## config.mk

```make
export PLATFORM = sky130hd
export DESIGN_NAME = uart_receive
export DESIGN_NICKNAME = d
export VERILOG_FILES = /design/src/rtl/uart_pkg.sv /design/src/rtl/uart_rx_sync.sv /design/src/rtl/uart_receive.sv
export SDC_FILE = /design/constraint.sdc
export NUM_CORES = 1
export LEC_CHECK = 0
export CAP_MARGIN = 20
export CORE_AREA = 3 3 62 64
export CTS_CLUSTER_SIZE = 10
export DETAILED_ROUTE_END_ITERATION = 8
export DIE_AREA = 0 0 65 67
export PLACE_DENSITY = 0.72
export SYNTH_ARGS = -nofsm -noshare
export SYNTH_HDL_FRONTEND = slang
export SYNTH_SLANG_ARGS = --single-unit
```

## constraint.sdc

```tcl
create_clock -name clock -period 2.1 [get_ports clock]
set_input_delay 0.42 -clock clock [delete_from_list [all_inputs] [get_ports clock]]
set_output_delay 0.42 -clock clock [all_outputs]
set_load 0.1 [all_outputs]
```

## src/rtl/uart_pkg.sv

```systemverilog
// rtl/uart_pkg.sv - shared UART receiver types, defaults and baud helper
package uart_pkg;

  typedef enum logic [2:0] {
    IDLE,
    START,
    DATA,
    PARITY,
    STOP,
    BREAK
  } uart_rx_state_t;

  localparam int DEFAULT_CLK_FREQ = 4_992_000;
  localparam int DEFAULT_BAUD     = 9600;

  // Whole clock cycles per bit; the fractional part is dropped.
  function automatic int clks_per_bit(input int freq, input int baud);
    return freq / baud;
  endfunction

endpackage

```

## src/rtl/uart_rx_sync.sv

```systemverilog
// rtl/uart_rx_sync.sv - two-flop synchronizer for the serial line, resets to idle-high
module uart_rx_sync (
  input  logic clock,
  input  logic reset_n,
  input  logic async_in,
  output logic sync_out
);

  logic meta_q, meta_d;
  logic sync_q, sync_d;

  // Next values simply shift the line one stage down the chain.
  always_comb begin
    meta_d = async_in;
    sync_d = meta_q;
  end

  // Both stages reset high so a reset never looks like a start bit.
  always_ff @(posedge clock or negedge reset_n) begin
    if (!reset_n) begin
      meta_q <= 1'b1;
      sync_q <= 1'b1;
    end else begin
      meta_q <= meta_d;
      sync_q <= sync_d;
    end
  end

  assign sync_out = sync_q;

endmodule

```

## src/rtl/uart_receive.sv

```systemverilog
// rtl/uart_receive.sv - 8N1 UART receiver with mid-bit sampling; UART_RX_PARITY_EN selects 8E1
module uart_receive
  import uart_pkg::*;
#(
  parameter int CLK_FREQ = DEFAULT_CLK_FREQ,
  parameter int BAUD     = DEFAULT_BAUD
) (
  input  logic       clock,
  input  logic       reset_n,
  input  logic       rx,
  output logic [7:0] dataOut,
  output logic       dataValid,
  output logic       framingError,
  output logic       busy,
  output logic       parityError
);

  localparam int CLKS_PER_BIT = clks_per_bit(CLK_FREQ, BAUD);
  localparam int HALF_BIT     = CLKS_PER_BIT / 2;
  localparam int CNT_W        = $clog2(CLKS_PER_BIT);

  localparam logic [CNT_W-1:0] CNT_HALF_LAST = CNT_W'(HALF_BIT - 1);
  localparam logic [CNT_W-1:0] CNT_BIT_LAST  = CNT_W'(CLKS_PER_BIT - 1);

  if (CLKS_PER_BIT < 4) begin : g_bad_baud
    $error("uart_receive: CLK_FREQ/BAUD must be at least 4");
  end

  logic rx_s;

  uart_rx_sync u_sync (
    .clock    (clock),
    .reset_n  (reset_n),
    .async_in (rx),
    .sync_out (rx_s)
  );

  uart_rx_state_t   state_q, state_d;
  logic [CNT_W-1:0] cnt_q, cnt_d;
  logic [2:0]       bit_idx_q, bit_idx_d;
  logic [7:0]       shreg_q, shreg_d;
  logic [7:0]       data_out_q, data_out_d;
  logic             data_valid_q, data_valid_d;
  logic             framing_error_q, framing_error_d;
`ifdef UART_RX_PARITY_EN
  logic             parity_bad_q, parity_bad_d;
  logic             parity_error_q, parity_error_d;
`endif

  // Frame sequencing: the start bit is checked at its midpoint, after which
  // every later sample lands one full bit period on, i.e. mid-bit.
  always_comb begin
    state_d         = state_q;
    cnt_d           = cnt_q;
    bit_idx_d       = bit_idx_q;
    shreg_d         = shreg_q;
    data_out_d      = data_out_q;
    data_valid_d    = 1'b0;
    framing_error_d = 1'b0;
`ifdef UART_RX_PARITY_EN
    parity_bad_d    = parity_bad_q;
    parity_error_d  = 1'b0;
`endif
    case (state_q)
      IDLE: begin
        if (!rx_s) begin
          state_d = START;
          cnt_d   = '0;
        end
      end
      START: begin
        if (cnt_q == CNT_HALF_LAST) begin
          cnt_d = '0;
          if (!rx_s) begin
            state_d   = DATA;
            bit_idx_d = 3'd0;
          end else begin
            // Line went back high before mid-start: treat as noise.
            state_d = IDLE;
          end
        end else begin
          cnt_d = cnt_q + CNT_W'(1);
        end
      end
      DATA: begin
        if (cnt_q == CNT_BIT_LAST) begin
          shreg_d   = {rx_s, shreg_q[7:1]};
          cnt_d     = '0;
          bit_idx_d = bit_idx_q + 3'd1;
          if (bit_idx_q == 3'd7) begin
`ifdef UART_RX_PARITY_EN
            state_d = PARITY;
`else
            state_d = STOP;
`endif
          end
        end else begin
          cnt_d = cnt_q + CNT_W'(1);
        end
      end
      PARITY: begin
`ifdef UART_RX_PARITY_EN
        if (cnt_q == CNT_BIT_LAST) begin
          // Even parity: the parity bit must equal the XOR of the data bits.
          parity_bad_d = rx_s ^ (^shreg_q);
          cnt_d        = '0;
          state_d      = STOP;
        end else begin
          cnt_d = cnt_q + CNT_W'(1);
        end
`else
        state_d = IDLE;
`endif
      end
      STOP: begin
        if (cnt_q == CNT_BIT_LAST) begin
          cnt_d = '0;
          if (rx_s) begin
            // Leave at mid-stop so a following start edge is not missed.
            state_d = IDLE;
`ifdef UART_RX_PARITY_EN
            if (parity_bad_q) begin
              parity_error_d = 1'b1;
            end else begin
              data_out_d   = shreg_q;
              data_valid_d = 1'b1;
            end
`else
            data_out_d   = shreg_q;
            data_valid_d = 1'b1;
`endif
          end else begin
            framing_error_d = 1'b1;
            state_d         = BREAK;
          end
        end else begin
          cnt_d = cnt_q + CNT_W'(1);
        end
      end
      BREAK: begin
        // Wait out a held-low line so it is not mistaken for a new start bit.
        if (rx_s) begin
          state_d = IDLE;
        end
      end
      default: begin
        state_d = IDLE;
      end
    endcase
  end

  // State, counters and registered outputs.
  always_ff @(posedge clock or negedge reset_n) begin
    if (!reset_n) begin
      state_q         <= IDLE;
      cnt_q           <= '0;
      bit_idx_q       <= 3'd0;
      shreg_q         <= 8'h00;
      data_out_q      <= 8'h00;
      data_valid_q    <= 1'b0;
      framing_error_q <= 1'b0;
`ifdef UART_RX_PARITY_EN
      parity_bad_q    <= 1'b0;
      parity_error_q  <= 1'b0;
`endif
    end else begin
      state_q         <= state_d;
      cnt_q           <= cnt_d;
      bit_idx_q       <= bit_idx_d;
      shreg_q         <= shreg_d;
      data_out_q      <= data_out_d;
      data_valid_q    <= data_valid_d;
      framing_error_q <= framing_error_d;
`ifdef UART_RX_PARITY_EN
      parity_bad_q    <= parity_bad_d;
      parity_error_q  <= parity_error_d;
`endif
    end
  end

  assign dataOut      = data_out_q;
  assign dataValid    = data_valid_q;
  assign framingError = framing_error_q;
  assign busy         = (state_q != IDLE);
`ifdef UART_RX_PARITY_EN
  assign parityError  = parity_error_q;
`else
  assign parityError  = 1'b0;
`endif

endmodule

```

# Yosys cells after proc, flatten, opt, wreduce, memory -nomap -nowiden
# Cells that the tools add are included.
dict set report totals {
  register_bits 36
  input_bits 3
  out_inout_bits 12
  word_cells 58
}
dict set report classes {
  n_addsub 2
  n_eq_ne 14
  muxes 23
  n_reduce_logical 10
}
# cell n
set op_table {}
lappend op_table {{10-bit 2-to-1 mux} 3}
lappend op_table {{3-bit 2-to-1 mux} 10}
lappend op_table {{10-bit case mux with 3 select lines} 1}
lappend op_table {{3-bit case mux with 5 select lines} 1}
lappend op_table {{2-bit inequality test, second input constant} 6}
lappend op_table {{10-bit by 1-bit adder with 10-bit output, second input constant} 1}
lappend op_table {{10-bit == test, second input constant} 1}
lappend op_table {{10-bit by 9-bit == test with 1-bit output, second input constant} 1}
lappend op_table {{3-bit == test, second input constant} 3}
lappend op_table {{1-bit 2-to-1 mux} 6}
lappend op_table {{3-bit case mux with 2 select lines} 1}
lappend op_table {{6-bit AND reduction} 1}
lappend op_table {{3-bit nonzero test} 2}
lappend op_table {{2-bit AND reduction} 2}
lappend op_table {{4-bit AND reduction} 1}
lappend op_table {{3-bit by 1-bit adder with 3-bit output, second input constant} 1}
lappend op_table {{3-bit by 1-bit == test with 1-bit output, second input constant} 1}
lappend op_table {{3-bit by 2-bit == test with 1-bit output, second input constant} 1}
lappend op_table {{3-bit zero test} 1}
lappend op_table {{3-bit AND reduction} 1}
lappend op_table {{2-bit 2-to-1 mux} 1}
lappend op_table {{2-bit by 1-bit inequality test with 1-bit output, second input constant} 1}
lappend op_table {{2-bit nonzero test} 1}
lappend op_table {{2-bit OR reduction} 1}

# Depth between registers and ports, before layout
# Gate-level depths: netlist (run 1).
dict set report logic_depth {
  depth_word 4
  ltp_mapped 8
  ltp_nobuf 6
}

# Modules after synthesis
# Synthesis (run 1) repeated with hierarchy kept, for this count alone.
dict set report unflattened {
  cells_unflattened 151
  hier_area_um2 1729.2
}
# mod n_inst cells_each area_each_um2 seq_area_each_um2
set modules_own_cells {}
lappend modules_own_cells {uart_receive 1 149 1676.6 850.8}
lappend modules_own_cells {uart_rx_sync 1 2 52.6 52.6}

# Worst setup path before layout (run 1)
# No wires, ideal clock.
dict set report synth_path {
  path_type {register to register}
  startpoint {reg cnt_q[4]}
  endpoint {reg shreg_q[1]}
  setup_ps 125
  arrival_ps 1962
  required_time_ps 1975
  path_slack_ps 13
  stages_incl_launch_ff 6
  path_buffers 1
  period_less_slack_ps 2087
  cell_sequence {dfrtp_1 > or4_4 > nor3_2 > and3_1 > buf_4 > mux2_2}
}
dict set report synth_between {
  elab_chain_len 2
}
# element line_no
set synth_lines {}
lappend synth_lines {{from (decl)} uart_receive.sv:39} ;# logic [CNT_W-1:0] cnt_q, cnt_d;
lappend synth_lines {{from (signal assigned)} uart_receive.sv:168} ;# cnt_q <= cnt_d;
lappend synth_lines {{10-bit == test} uart_receive.sv:86} ;# if (cnt_q == CNT_BIT_LAST) begin
lappend synth_lines {{2-bit AND reduction (no line)} n/a}
lappend synth_lines {{to (signal assigned)} uart_receive.sv:170} ;# shreg_q <= shreg_d;
lappend synth_lines {{to (decl)} uart_receive.sv:41} ;# logic [7:0] shreg_q, shreg_d;
# Every way passes these cells.
# A chain may end at the register's enable or synchronous reset.

# Worst setup path after layout (run 1)
dict set report layout_path {
  startpoint {reg cnt_q[4]}
  endpoint {reg state_q[0]}
}
dict set report layout_between {
  elab_chain_len 3
  elab_cells_between_ends 6
  cone_classes {eq/ne (5); reduce/logical (1)}
}
# element line_no
set layout_lines {}
lappend layout_lines {{10-bit == test / 10-bit by 9-bit == test with 1-bit output (equally long branches)} {uart_receive.sv:86, uart_receive.sv:116, uart_receive.sv:72}}
lappend layout_lines {{2-bit inequality test (no line)} n/a}
lappend layout_lines {{6-bit AND reduction (no line) (*)} n/a}
lappend layout_lines {{to (signal assigned)} uart_receive.sv:167} ;# state_q <= state_d;
lappend layout_lines {{to (decl)} uart_receive.sv:38} ;# uart_rx_state_t state_q, state_d;
# Every way passes the cells marked *; elsewhere a longest branch is shown, timed or not.

==> results of run 1 <==
==> per-layer routing <==
layer / vias to the layer above / share of wire, % / global-route usage, %
li1: 598 / - / -
met1: 614 / 44 / 20.0
met2: 42 / 49 / 27.7
met3: 4 / 5.9 / 5.56
met4: 0 / 1.5 / 7.12
met5: - / 0 / 0
==> what timing repair did <==
item,in CTS,in global routing
pin swaps,0,3
endpoints found under the setup margin,4,18
cloned,1,0
buffers inserted,0,2
hold buffers,0,0
resized for setup,3,5
==> placed cells by master, fill, tap and decap left out, drive strengths merged, types with 2 or more instances in the layout <==
cell type / n
mux2: 17
nor2b: 2
a22o: 3
buf: 31
o21ai: 9
clkbuf: 7
dfrtp: 34
o2bb2ai: 2
nor3: 4
inv: 4
and3: 2
a31oi: 5
clkdlybuf4s50: 2
a21oi: 8
dfstp: 2
nand3: 6
or3: 2
ha: 3
nand2b: 3
nor2: 11
nand2: 8
==> area by class of cell <==
class                   count  area [um2]
multi-input cells         100         753
fillers                   275        1270
repair buffers             33         278
clock buffers               7        55.1
clock inverters             1        7.51
well taps                  46        57.6
inverters                   4        15.0
flip-flops and latches     36         903
==> logic make-up after synthesis <==
group                    synth area share (%)
AND/OR/NAND/NOR                          15.0
AO/OA/AOI/OAI                            12.6
flip-flops                               54.1
buffers and inverters                    3.82
multiplexers                             11.5
adder cells (fa/ha/maj)                  2.85
other                                   0.225
==> per-stage QoR <==
stage / hold WS (ns) / setup TNS [ns] / power (mW) / utilization (%)
5_1_grt: 0.375 / -0.420 / 1.16 / 62.0
2_1_floorplan: 0.124 / 0 / 0.722 / -
6_report: 0.363 / -0.00668 / 1.11 / 62.0
3_3_place_gp: 0.348 / 0 / 0.739 / 58.2
3_5_place_dp: 0.347 / -0.0370 / 0.740 / 58.2
4_1_cts: 0.366 / -0.00714 / 1.13 / 61.3
==> final timing paths <==
kind	start	end	slack, ns	cells past startpoint
setup / recovery	cnt_q[4]	state_q[0]	-0.007	5
hold / removal	u_sync.meta_q	u_sync.sync_out	0.36	0
setup reg to reg	cnt_q[4]	state_q[0]	-0.007	5
hold reg to reg	u_sync.meta_q	u_sync.sync_out	0.36	0
max in group asynchronous	reset_n	u_sync.sync_out	1.28	2
min in group asynchronous	reset_n	framingError	0.49	2
==> power by group <==
| group | internal, mW | switching, mW | leakage, nW | total [mW] |
|---|---|---|---|---|
| clock | 0.164 | 0.218 | 0.0315 | 0.382 |
| sequential | 0.696 | 0.00229 | 0.481 | 0.699 |
| combinational | 0.00505 | 0.0214 | 0.512 | 0.0265 |
==> worst max-delay path, cell delays in order, from the launching register on <==
cell and delay (ns):
dfrtp_1 0.40, or4_4 0.56, or3b_4 0.44, o2bb2ai_4 0.19, or3_1 0.34, a21oi_2 0.12
==> state kept, by name, summed over array words and instances, names as in the netlist <==
signal           flops
dataValid            1
bit_idx_q            3
cnt_q               10
shreg_q              8
u_sync.sync_out      1
state_q              3
dataOut              8
framingError         1
u_sync.meta_q        1
==> results.yml, run 1 <==
outcome:
  outcome: "complete, but fails checks"
  violations: "setup timing"
clock_tree:
  numCtsBuffers: 5
  clockRootBuffer: "clkbuf_4"
  clkSinkCount: 36
  htreeDepth: 2
  cts_tree: "yes"
  clk_path_buf_depth: 2
  clk_latency_ns: 0.33
  clk_pin_slew_worst_paths_ns: 0.10
cells_and_area:
  stdcell_count: 227
  diodes: 0
  area_growth_pct: 23.9
  drive_gt1_share_pct: 37.6
  nets: 186
  final_cell_area_um2: 2070
synthesis:
  synthTopCellsByCount: "dfrtp_1, mux2_2, nor2_1"
  synth_cell_types: 37
  synth_most_common_cell: "dfrtp_1"
  yosysWarnings: 0
  synth.area.top_cells: "dfrtp_1, mux2_2, dfstp_2, o21ai_0, nor2_1"
  yosys.area.top_type: "dfrtp_1"
  syn-instance-count: 146
  synth_top_area_share_pct: 50.9
  synth-seq-cells: 36
  yosysSeqAreaShare_pct: 54.1
  ys_async_sr_fraction_pct: 100
  synth_ff_type: "dfrtp_1"
  synth_edf_count: 0
  syn_area_um2: 1670
  syn_avg_cell_area_um2: 11.4
  synth_fp_nets: 152
sta:
  maxSlewViolCount: 0
  setup_slack_ns: -0.00668
  rsz0062_at_grt: "yes"
  fin_crit_sh_pct: 100
  fmax_ghz: 0.475
  clock_skew_ns: 0.00325
  hold_violations: 0
  period_needed_ns: 2.11
  worstMarginPinSlew_ns: 0.721
  relSlewSlack_pct: 51.3
  finalSetupViolCount: 1
drt:
  drt_pass1_iterations: 4
  viasPerCell: 5.54
  ant_nets: 0
  via_count: 1258
  wl_per_cell_um: 14.0
  drt_iter0_markers: 72
  routed_wl_mm: 3.19
  drc: 0
grt:
  overflow: 0
  grt_pass1_wl_mm: 5.54
  grt_pass1_vias: 1243
  grt_max_degree: 37
  grt_antenna_before_repair: 0
  grt.total_usage_pct: 16.8
die:
  die_area_um2: 4360
  start_util_pct: 50.1
  num_rows: 21
  dieHeight_um: 67
  coreArea_um2: 3340
  io_pins: 15
  die_w_um: 65
placed_design:
  hpwl_mm: 2.21
  place.gp.congestion: 0.860
  dp_worst_setup_slack_ns: -0.0367
  placedCellCount: 216
  portBuffers: 13
  placement.cell_area_um2: 1940
pwr:
  ir_drop_uv: 468
  power.leakage_nw: 1.03
  p_per_area_nw_per_um2: 535
hold_path:
  hold_class: "reg -> reg"
job:
  maxCapViolations: 0
critical_path:
  start_kind: "flip-flop"
  crit_arrival_ns: 2.37
  crit_type: "reg -> reg"
  cp_data_required_time_ns: 2.37
  cp-end-kind: "flip-flop"
  worstPathMaxFanout: 8
(Power assumes the default switching activity.)
==> run 2, diff against run 1 <==
--- a/config.mk
+++ b/config.mk
@@ -10,7 +10,9 @@
 export CTS_CLUSTER_SIZE = 10
 export DETAILED_ROUTE_END_ITERATION = 8
 export DIE_AREA = 0 0 65 67
+export GPL_TIMING_DRIVEN = 1
 export PLACE_DENSITY = 0.72
+export SETUP_SLACK_MARGIN = 0.1
 export SYNTH_ARGS = -nofsm -noshare
 export SYNTH_HDL_FRONTEND = slang
 export SYNTH_SLANG_ARGS = --single-unit
==> results.yml, run 2 (synthesis gave the netlist of run 1 again) <==
grt:
  grt_max_degree: 37
  grt_pass1_wl_mm: 6.85
  grt_antenna_before_repair: 0
  grt_pass1_vias: 1439
  grt.total_usage_pct: 21.1
  overflow: 0
drt:
  via_count: 1356
  drc: 0
  ant_nets: 0
  routed_wl_mm: 4.22
  wl_per_cell_um: 17.8
  drt_pass1_iterations: 4
  drt_iter0_markers: 120
  viasPerCell: 5.72
clock_tree:
  clk_latency_ns: 0.34
  htreeDepth: 2
  clk_path_buf_depth: 2
  clk_pin_slew_worst_paths_ns: 0.11
  clkSinkCount: 36
  numCtsBuffers: 5
  clockRootBuffer: "clkbuf_4"
  cts_tree: "yes"
die:
  start_util_pct: 50.1
  die_w_um: 65
  num_rows: 21
  dieHeight_um: 67
  die_area_um2: 4360
  coreArea_um2: 3340
  io_pins: 15
critical_path:
  cp-end-kind: "flip-flop"
  crit_type: "reg -> reg"
  worstPathMaxFanout: 8
  crit_arrival_ns: 2.43
  start_kind: "flip-flop"
  cp_data_required_time_ns: 2.38
placed_design:
  place.gp.congestion: 0.852
  portBuffers: 13
  hpwl_mm: 2.44
  dp_worst_setup_slack_ns: -0.0524
cells_and_area:
  area_growth_pct: 36.4
  utilization_pct: 68.3
  drive_gt1_share_pct: 46.1
  diodes: 0
  top_register: "cnt_q"
  largest_reg_flops: 10
  layout_commonest_cell: "buf_4"
  layout_common_cells: "buf_4, dfrtp_1, nor2_1"
  nets: 196
pwr:
  ir_drop_uv: 450
  power.leakage_nw: 1.10
  p_per_area_nw_per_um2: 492
sta:
  rsz0062_at_grt: "yes"
  fin_crit_sh_pct: 103
  period_needed_ns: 2.15
  worstMarginPinSlew_ns: 0.740
  hold_violations: 0
  setup_slack_ns: -0.0535
  clock_skew_ns: 0.0104
  finalSetupViolCount: 3
  relSlewSlack_pct: 50.1
  fmax_ghz: 0.464
  maxSlewViolCount: 0
outcome:
  outcome: "complete, but fails checks"
  violations: "setup timing"
job:
  maxCapViolations: 0
hold_path:
  hold_class: "reg -> reg"
-- run 2: cell count changes in the layout (fill, tap and decap cells not counted), sizes merged --
cell   before  now
buf        31   40
nand4       1    2
-- run 2: critical path, stage by stage, from the launching register on --
cell       delay [ns]
dfrtp_1          0.37
ha_2             0.20
nor4bb_2         0.40
or3b_4           0.47
o2bb2ai_4        0.20
or3_4            0.35
a21oi_2          0.12
-- run 2: final timing paths --
kind                          startpoint              end  slack, ns  cells past startpoint
hold / removal             u_sync.meta_q  u_sync.sync_out       0.37                      0
max in group asynchronous        reset_n    u_sync.meta_q       1.29                      2
setup reg to reg                cnt_q[1]       state_q[0]      -0.05                      6
min in group asynchronous        reset_n     framingError       0.48                      2
hold reg to reg            u_sync.meta_q  u_sync.sync_out       0.37                      0
setup / recovery                cnt_q[1]       state_q[0]      -0.05                      6
-- run 2: final cells by class --
type	instances	area (um2)
well taps	46	57.6
clock inverters	1	7.51
flip-flops and latches	36	903
clock buffers	7	55.1
repair buffers	42	373
multi-input cells	101	867
fillers	246	1060
inverters	4	15.0
-- run 2: per-stage QoR --
step	setup TNS, ns	area (um2)	hold slack (ns)	instances	power (mW)
floorplan	0	1680	0.124	146	0.722
global placement	-0.00107	1950	0.346	216	0.739
detailed placement	-0.0966	1950	0.352	216	0.740
CTS	-0.0110	2180	0.370	231	1.13
global route	-0.812	2280	0.375	237	1.16
finish	-0.127	2280	0.369	237	1.12
-- run 2: metal layers --
| metal | wire [um] | GRT usage (%) |
|---|---|---|
| met5 | 0 | 0 |
| met4 | 122 | 12.9 |
| met3 | 154 | 4.22 |
| met2 | 2180 | 36.8 |
| met1 | 1760 | 23.7 |
-- run 2: repair_timing --
item / in CTS / in global routing
resized for setup: 21 / 12
endpoints found under the setup margin: 26 / 30
hold buffers: 0 / 0
pin swaps: 11 / 7
setup buffers: 5 / 5
cloned: 2 / 1
-- run 2: where the power goes --
| group | total, mW | leakage [nW] | switching [mW] | internal, mW |
|---|---|---|---|---|
| Clock | 0.394 | 0.0315 | 0.230 | 0.164 |
| Combinational | 0.0275 | 0.591 | 0.0224 | 0.00516 |
| Sequential | 0.700 | 0.481 | 0.00360 | 0.696 |
| Total | 1.12 | 1.10 | 0.256 | 0.866 |
